[src/rtl/pc_sequencer.sv]
// pc_sequencer: next-PC controller for the 5-stage core.
//
// Each cycle selects the next fetch address (sequential +4, ID-stage jump or
// EX-stage branch), drives the PC write enable and the IF/ID and ID/EX flush
// pulses. A redirect seen while the front end is stalled is parked and
// replayed on the first non-stall cycle.
//
// Optional feature: define PC_ALIGN_TRAP_EN to redirect misaligned targets to
// TRAP_VEC and pulse trap_o; otherwise target[1:0] is forced to 2'b00.
//
// Ports:
//   clk, rst_n        clock, asynchronous active-low reset
//   pc_cur_i          current PC register value
//   icache_stall_i    I-cache miss in progress
//   dcache_stall_i    D-cache miss in progress
//   hazard_i          load-use hazard
//   branch_taken_i    taken branch resolved in EX, target branch_target_i
//   jump_i            jal/jalr decoded in ID, target jump_target_i
//   pc_next_o         next PC value (combinational)
//   pc_write_o        PC register write enable (combinational)
//   flush_if_o        squash IF/ID (combinational)
//   flush_id_o        squash ID/EX (combinational)
//   trap_o            registered one-cycle misaligned-target pulse
//   redirect_cnt_o    registered saturating count of applied redirects
module pc_sequencer (
    input  logic        clk,
    input  logic        rst_n,
    input  logic [31:0] pc_cur_i,
    input  logic        icache_stall_i,
    input  logic        dcache_stall_i,
    input  logic        hazard_i,
    input  logic        branch_taken_i,
    input  logic [31:0] branch_target_i,
    input  logic        jump_i,
    input  logic [31:0] jump_target_i,
    output logic [31:0] pc_next_o,
    output logic        pc_write_o,
    output logic        flush_if_o,
    output logic        flush_id_o,
    output logic        trap_o,
    output logic [15:0] redirect_cnt_o
);

    localparam logic [31:0] RESET_PC = 32'h0000_0000;

    localparam logic [0:0] ST_RUN  = 1'b0;
    localparam logic [0:0] ST_HOLD = 1'b1;

    logic [0:0]  state_q, state_d;
    logic [31:0] pend_pc_q, pend_pc_d;
    logic        pend_is_br_q, pend_is_br_d;
    logic [15:0] redirect_cnt_q, redirect_cnt_d;
    logic        first_q;

    logic        stall;
    logic        apply;       // a redirect is loaded into the PC at the next edge
    logic [31:0] apply_tgt;   // raw (unchecked) target of that redirect
    logic [31:0] seq_next;    // pc_next_o when no redirect is applied
    logic [31:0] redirect_pc; // apply_tgt after alignment handling

    assign stall = icache_stall_i | dcache_stall_i | hazard_i;

    always_comb begin
        state_d      = state_q;
        pend_pc_d    = pend_pc_q;
        pend_is_br_d = pend_is_br_q;
        seq_next     = pc_cur_i;
        pc_write_o   = 1'b0;
        flush_if_o   = 1'b0;
        flush_id_o   = 1'b0;
        apply        = 1'b0;
        apply_tgt    = pc_cur_i;

        if (!rst_n) begin
            seq_next = RESET_PC;
        end else if (first_q) begin
            seq_next   = RESET_PC;
            pc_write_o = 1'b1;
        end else begin
            case (state_q)
                ST_RUN: begin
                    if (branch_taken_i) begin
                        flush_if_o = 1'b1;
                        flush_id_o = 1'b1;
                        apply_tgt  = branch_target_i;
                    end else if (jump_i) begin
                        flush_if_o = 1'b1;
                        apply_tgt  = jump_target_i;
                    end
                    if (!stall) begin
                        pc_write_o = 1'b1;
                        if (branch_taken_i || jump_i) begin
                            apply = 1'b1;
                        end else begin
                            seq_next = pc_cur_i + 32'd4;
                        end
                    end else if (branch_taken_i || jump_i) begin
                        pend_pc_d    = apply_tgt;
                        pend_is_br_d = branch_taken_i;
                        state_d      = ST_HOLD;
                    end
                end
                default: begin // ST_HOLD; jump_i is on the wrong path here
                    if (stall) begin
                        // Only an older (EX) branch may displace a parked jump.
                        if (branch_taken_i && !pend_is_br_q) begin
                            pend_pc_d    = branch_target_i;
                            pend_is_br_d = 1'b1;
                            flush_if_o   = 1'b1;
                            flush_id_o   = 1'b1;
                        end
                    end else begin
                        pc_write_o   = 1'b1;
                        apply        = 1'b1;
                        state_d      = ST_RUN;
                        pend_is_br_d = 1'b0;
                        if (branch_taken_i) begin
                            apply_tgt  = branch_target_i;
                            flush_if_o = 1'b1;
                            flush_id_o = 1'b1;
                        end else begin
                            apply_tgt = pend_pc_q;
                        end
                    end
                end
            endcase
        end
    end

`ifdef PC_ALIGN_TRAP_EN
    localparam logic [31:0] TRAP_VEC = 32'h0000_0100;

    logic misaligned;
    logic trap_q;

    assign misaligned  = |apply_tgt[1:0];
    assign redirect_pc = misaligned ? TRAP_VEC : apply_tgt;

    always_ff @(posedge clk or negedge rst_n) begin
        if (!rst_n) begin
            trap_q <= 1'b0;
        end else begin
            trap_q <= apply & misaligned;
        end
    end

    assign trap_o = trap_q;
`else
    assign redirect_pc = apply_tgt & 32'hFFFF_FFFC;
    assign trap_o      = 1'b0;
`endif

    assign pc_next_o = apply ? redirect_pc : seq_next;

    assign redirect_cnt_d = (apply && (redirect_cnt_q != 16'hFFFF)) ?
                            redirect_cnt_q + 16'd1 : redirect_cnt_q;

    always_ff @(posedge clk or negedge rst_n) begin
        if (!rst_n) begin
            state_q        <= ST_RUN;
            pend_pc_q      <= 32'h0;
            pend_is_br_q   <= 1'b0;
            redirect_cnt_q <= 16'h0;
            first_q        <= 1'b1;
        end else begin
            state_q        <= state_d;
            pend_pc_q      <= pend_pc_d;
            pend_is_br_q   <= pend_is_br_d;
            redirect_cnt_q <= redirect_cnt_d;
            first_q        <= 1'b0;
        end
    end

    assign redirect_cnt_o = redirect_cnt_q;

endmodule

[config.mk]
export PLATFORM = sky130hd
export DESIGN_NAME = pc_sequencer
export DESIGN_NICKNAME = d
export VERILOG_FILES = /design/src/rtl/pc_sequencer.sv
export SDC_FILE = /design/constraint.sdc
export NUM_CORES = 1
export LEC_CHECK = 0
export ABC_CLOCK_PERIOD_IN_PS = 3350
export CAP_MARGIN = 10
export CORE_MARGIN = 1.5
export CORE_UTILIZATION = 40
export DETAILED_ROUTE_END_ITERATION = 16
export GPL_TIMING_DRIVEN = 1
export PLACE_DENSITY = 0.73
export SETUP_SLACK_MARGIN = 0.1
export SYNTH_ARGS = -nofsm -noshare
export SYNTH_HDL_FRONTEND = slang
export SYNTH_SLANG_ARGS = --single-unit
[constraint.sdc]
create_clock -name clk -period 3.35 [get_ports clk]
set_input_delay 0.5025 -clock clk [delete_from_list [all_inputs] [get_ports clk]]
set_output_delay 0.5025 -clock clk [all_outputs]
set_load 0.05 [all_outputs]
Word-level counts from Yosys, hierarchy flattened

Index checks and enable logic that the tools add are counted.

Bitwise operators: 3
Eq/ne operators: 3
Reductions and logical operators: 9
Multiplexer cells: 45
Add/subtract/negate cells: 2

Operators with widths:

| operator              | count |
|---|---|
| $mux 32               | 18 |
| $add 32x3->32 const B | 1 |
| $mux 1                | 27 |
| $add 16x1->16 const B | 1 |
| $ne 16x16->1 const B  | 1 |
| $reduce_and 5->1      | 2 |
| $reduce_bool 2->1     | 2 |
| $ne 3x2->1 const B    | 1 |
| $logic_and 1x1->1     | 2 |
| $ne 2x1->1 const B    | 1 |
| $or 1x1->1            | 2 |
| $reduce_and 2->1      | 1 |
| $logic_not 1->1       | 1 |
| $logic_or 1x1->1      | 1 |
| $not 1->1             | 1 |

Flip-flop bits (word level): 51
Input port bits: 103
Output and inout port bits: 52

Logic depth before layout (Yosys ltp)

Depth in word-level cells: 7
Mapped depth: 8

Worst setup path after synthesis

No wires, ideal clock.

Kind: input-to-output
From: input branch_taken_i
To: output pc_next_o[9]
Setup slack: -0.239 ns
Required time: 2.847 ns
Cell stages on the path: 8
Data arrival time: 3.087 ns
Path through: buf_2 or3_4 buf_6 or4_4 buf_6 nor2_1 xnor2_1 o21ai_0

Longest elaborated chain between the ends: 7
Elaborated cells between the ends (all ways): 18

RTL lines:

| element                           | RTL line | RTL |
|---|---|---|
| start: declaration                | 32       | `input logic branch_taken_i,` |
| $logic_or 1x1->1                  | 92       | `if (branch_taken_i \|\| jump_i) begin` |
| $mux 32 or $mux 1 (tied branches) | 92       |  |
| $mux 32 or $mux 1 (tied branches) | 90       | `if (!stall) begin` |
| $mux 32 or $mux 1 (tied branches) | 80       | `case (state_q)` |
| $mux 32 or $mux 1 (tied branches) | 76       | `end else if (first_q) begin` |
| $mux 32 or $mux 1 (tied branches) | 74       | `if (!rst_n) begin` |
| $mux 32 *                         | 153      | `assign pc_next_o = apply ? redirect_pc : seq_next;` |
| end: declaration                  | 36       | `output logic [31:0] pc_next_o,` |

Every way passes the cells marked *; elsewhere a longest branch is shown, timed or not.

Final worst setup path

From: input pc_cur_i[3]
To: output pc_next_o[20]

Longest elaborated chain between the ends: 7

RTL lines:

| element            | RTL line | RTL |
|---|---|---|
| start: declaration | 28       | `input logic [31:0] pc_cur_i,` |
| $add 32x3->32      | 95       | `seq_next = pc_cur_i + 32'd4;` |
| $mux 32            | 92       |  |
| $mux 32            | 90       |  |
| $mux 32            | 80       |  |
| $mux 32            | 76       |  |
| $mux 32            | 74       |  |
| $mux 32            | 153      |  |

No other way between the ends.

==> qor.yml <==
first_global_vias: 4806
drtAntennaViolNets: 0
nNetsFinal: 842
cts.reportedPaths.clkPinSlew_ps: 120
outcome: "finished clean"
finalPower_w: 0.00206
crit_arrival_ps: 2730
comb_power_share: 0.430
routed-via-count: 5039
number_of_flops_mapped_to_enable_cells_by_yosys: 0
source_to_sink_clock_delay_at_the_later_pin_of_the_worst_skew_pair_ps: 320
chipWidth_microns: 107
tritoncts: "built"
netSwitchingFraction: 0.388
skew_ps: 15.5
grt_pass1_wl_microns: 23400
seq_area_frac_synth: 0.282
grt_antenna_before_repair: 0
share_of_layout_cells_above_drive_strength_1: 0.152
critical_path.cell_chain: "clkdlybuf4s50_1, ha_1, nand4_1, or3_4, nor3_1, xnor2_1, o22ai_1, buf_12"
placement.io_buffers: 149
area_growth_pct: 52.6
final.fill_count: 925
regArea_sq_um: 1230
chipHeight_microns: 107
synthDistinctLibCells: 51
finalSetupViolations: 0
transition_time_at_the_pin_with_the_least_slew_margin_ps: 853
cap_violations: 0
crit_path_max_incr_delay_ps: 500
multiInputGateArea_sq_um: 2920
setup.worst_path.class: "in -> out"
routed_via_density: 5.77
first_pass_iters: 6
postSynth.asyncResetShare: 1.00
critPathSlowestCell: "sky130_fd_sc_hd__clkdlybuf4s50_1"
cts-htree-levels: 2
timing.critical_path.required_ps: 2850
clockPowerShare: 0.195
globalRouteOverflowTotal: 0
n_antenna_cell: 0
power.ir.vdd_worst_uv: 415
static-leakage-power_nw: 2.67
power_per_cell_area_nw_per_um2: 310
drc: 0
cts_buffers: 5
cts.sink_count: 49
root_buffer: "sky130_fd_sc_hd__clkbuf_8"
hold_path_class: "in -> async"
finalWeightedCongestion: 0.880
worst_slew_margin_relative_to_its_limit: 0.431
timing.fmax_mhz: 309
clock_path_buffers: 2
grt_max_degree: 90
cts_hold_repair.buffers: 0
worstSetupEndpointType: "output port"
ys_warn_count: 0
seq_pwr_share: 0.374
count_of_standard_cell_rows: 37
power.internal_w: 0.00126
fin_crit_ps: 3240
period_share: 0.966
post-dp-hpwl_microns: 10800
routed_wirelength_microns: 15200
top_level_pins: 155
route.detailed.wl_per_inst_microns: 17.4
finalMaxSlewViolations: 0
grt_usage: 0.254
core_area_sq_um: 10400
syn-mean-instance-area_sq_um: 7.42
setup_total_negative_slack_ps: 0
syn-cell-area_sq_um: 4350
synth-seq-cells: 49
hold_violation_count_in_the_final_report: 0
power_switching_w: 0.000800
ys.flop_type: "sky130_fd_sc_hd__dfrtp_1"
detailed_route_iter0_violations: 221
critical_path.startpoint_type: "input pin"
maximum_net_fanout_on_the_critical_path: 6
floorplan.die_area_sq_um: 11500
effective_utilization_at_floorplan: 0.417
cell_count_after_synthesis: 586
setup_repair_after_global_routing_missed_its_margin: "true"
[logic make-up after synthesis]
group | after synthesis | share of synthesized area
DFF | 49 | 0.282
xor gates and xnor gates | 37 | 0.0746
AOI/OAI and AO/OA | 190 | 0.263
other | 1 | 0.000863
buffers and inverters | 75 | 0.0711
and+or+nand+nor | 193 | 0.212
adders and majority gates | 2 | 0.00576
muxes | 39 | 0.0910
[Yosys cell counts (2+ instances only)]
library cell                n  area (sq um)
sky130_fd_sc_hd__o21ai_1    2          10.0
sky130_fd_sc_hd__nand2_1   63           236
sky130_fd_sc_hd__xor2_1    12           105
sky130_fd_sc_hd__o21ai_0   46           230
sky130_fd_sc_hd__buf_6      3          33.8
sky130_fd_sc_hd__o211ai_1   2          15.0
sky130_fd_sc_hd__nor2b_1    3          18.8
sky130_fd_sc_hd__nor4_1     5          31.3
sky130_fd_sc_hd__o21a_1    25           188
sky130_fd_sc_hd__mux2i_1   35           350
sky130_fd_sc_hd__xnor2_1   25           219
sky130_fd_sc_hd__and3_1     3          18.8
sky130_fd_sc_hd__clkbuf_1  30           113
sky130_fd_sc_hd__buf_1      7          26.3
sky130_fd_sc_hd__or3_1      3          18.8
sky130_fd_sc_hd__a211oi_1  22           165
sky130_fd_sc_hd__ha_1       2          25.0
sky130_fd_sc_hd__nand4_1   13          81.3
sky130_fd_sc_hd__a21oi_1   59           295
sky130_fd_sc_hd__a31oi_1    3          18.8
sky130_fd_sc_hd__or4_1      2          15.0
sky130_fd_sc_hd__nand3_1   21           105
sky130_fd_sc_hd__o22ai_1   22           138
sky130_fd_sc_hd__nand2b_1   5          31.3
sky130_fd_sc_hd__nor3_1    19          95.1
sky130_fd_sc_hd__mux2_2     4          45.0
sky130_fd_sc_hd__inv_1     32           120
sky130_fd_sc_hd__dfrtp_1   48          1200
sky130_fd_sc_hd__nor2_1    48           180
[worst paths after layout]
kind	start	to	slack [ps]	cells after the start
max	pc_cur_i[3]	pc_next_o[20]	110	8
min	rst_n	pend_pc_q[8]$_DFFE_PN0P_	400	2
max reg2reg	state_q$_DFFE_PN0P_	redirect_cnt_o[7]$_DFFE_PN0P_	1180	8
min reg2reg	redirect_cnt_o[5]$_DFFE_PN0P_	redirect_cnt_o[5]$_DFFE_PN0P_	490	1
max in group asynchronous	rst_n	state_q$_DFFE_PN0P_	2450	2
min in group clk	redirect_cnt_o[5]$_DFFE_PN0P_	redirect_cnt_o[5]$_DFFE_PN0P_	490	1
[metrics by stage]
| step | cell area [sq um] | hold slack [ps] | setup slack (ps) | utilization | std cells |
|---|---|---|---|---|---|
| finish | 6630 | 400 | 113 | 0.637 | 874 |
| global route | 6630 | 435 | 29.7 | 0.637 | 874 |
| CTS | 6560 | 404 | 95.6 | 0.630 | 871 |
| detailed placement | 6450 | 474 | 75.5 | 0.620 | 863 |
| global placement | 6450 | 463 | 91.5 | 0.620 | 863 |
| floorplan | 4390 | 207 | 101 | - | 587 |
[layout make-up]
| cell class | count | share of cell area |
|---|---|---|
| inverter | 33 | 0.0187 |
| clock inverter | 3 | 0.00396 |
| clock buffer | 5 | 0.0104 |
| tap | 136 | 0.0257 |
| sequential | 49 | 0.185 |
| multi-input combinational | 464 | 0.440 |
| timing repair buffer | 184 | 0.316 |
[registers in the layout, summed over array words and instances, names as in the netlist]
name / cells
first_q: 1
redirect_cnt_o: 16
pend_is_br_q: 1
pend_pc_q: 30
state_q: 1
[critical path: cells and delay by family]
family	cells	cell delay, ps
AO/OA/AOI/OAI	1	290
AND/OR/NAND/NOR	3	910
buffers and inverters	2	680
XOR/XNOR	1	110
adder cells (fa/ha/maj)	1	240
[per-layer routing]
metal / up-vias / global-route usage / wire length (microns)
met5: - / 0 / 0
met4: 0 / 0.0610 / 295
met3: 27 / 0.0383 / 1030
met2: 229 / 0.447 / 7430
met1: 2384 / 0.324 / 6420
li1: 2399 / - / -
[power groups by stage]
stage	registers (W)	logic, W	clock network, W
after global routing	0.000783	0.000958	0.000431
after global placement	0.000774	0.000845	0
after floorplan	0.000821	0.000448	0
after CTS	0.000768	0.000879	0.000408
after detailed placement	0.000781	0.000875	0
final	0.000770	0.000886	0.000402
[timing repair]
action                                  in CTS  in global routing
resized for setup                            2                 10
pin swaps                                    1                  3
cloned                                       0                  1
endpoints found under the setup margin       3                 23
buffers inserted                             0                  2
[cells in the final DEF, fill, tap and decap left out, types with 4 or more instances in the layout]
cell                              Yosys  final
sky130_fd_sc_hd__inv_1               32     32
sky130_fd_sc_hd__nand4_1             13     13
sky130_fd_sc_hd__a211oi_1            22     22
sky130_fd_sc_hd__clkdlybuf4s50_1      0    111
sky130_fd_sc_hd__nand3_1             21     20
sky130_fd_sc_hd__o22ai_1             22     16
sky130_fd_sc_hd__o22ai_2              1      7
sky130_fd_sc_hd__buf_4                1     34
sky130_fd_sc_hd__nor3_1              19     17
sky130_fd_sc_hd__nor2_1              48     48
sky130_fd_sc_hd__clkbuf_8             0      5
sky130_fd_sc_hd__buf_12               0     35
sky130_fd_sc_hd__a21oi_1             59     59
sky130_fd_sc_hd__nand2b_1             5      5
sky130_fd_sc_hd__xnor2_1             25     25
sky130_fd_sc_hd__mux2_2               4      4
sky130_fd_sc_hd__nand2_1             63     62
sky130_fd_sc_hd__mux2i_1             35     35
sky130_fd_sc_hd__o21a_1              25     25
sky130_fd_sc_hd__o21ai_0             46     44
sky130_fd_sc_hd__dfrtp_1             48     47
sky130_fd_sc_hd__xor2_1              12     12
(Power assumes the default switching activity.)
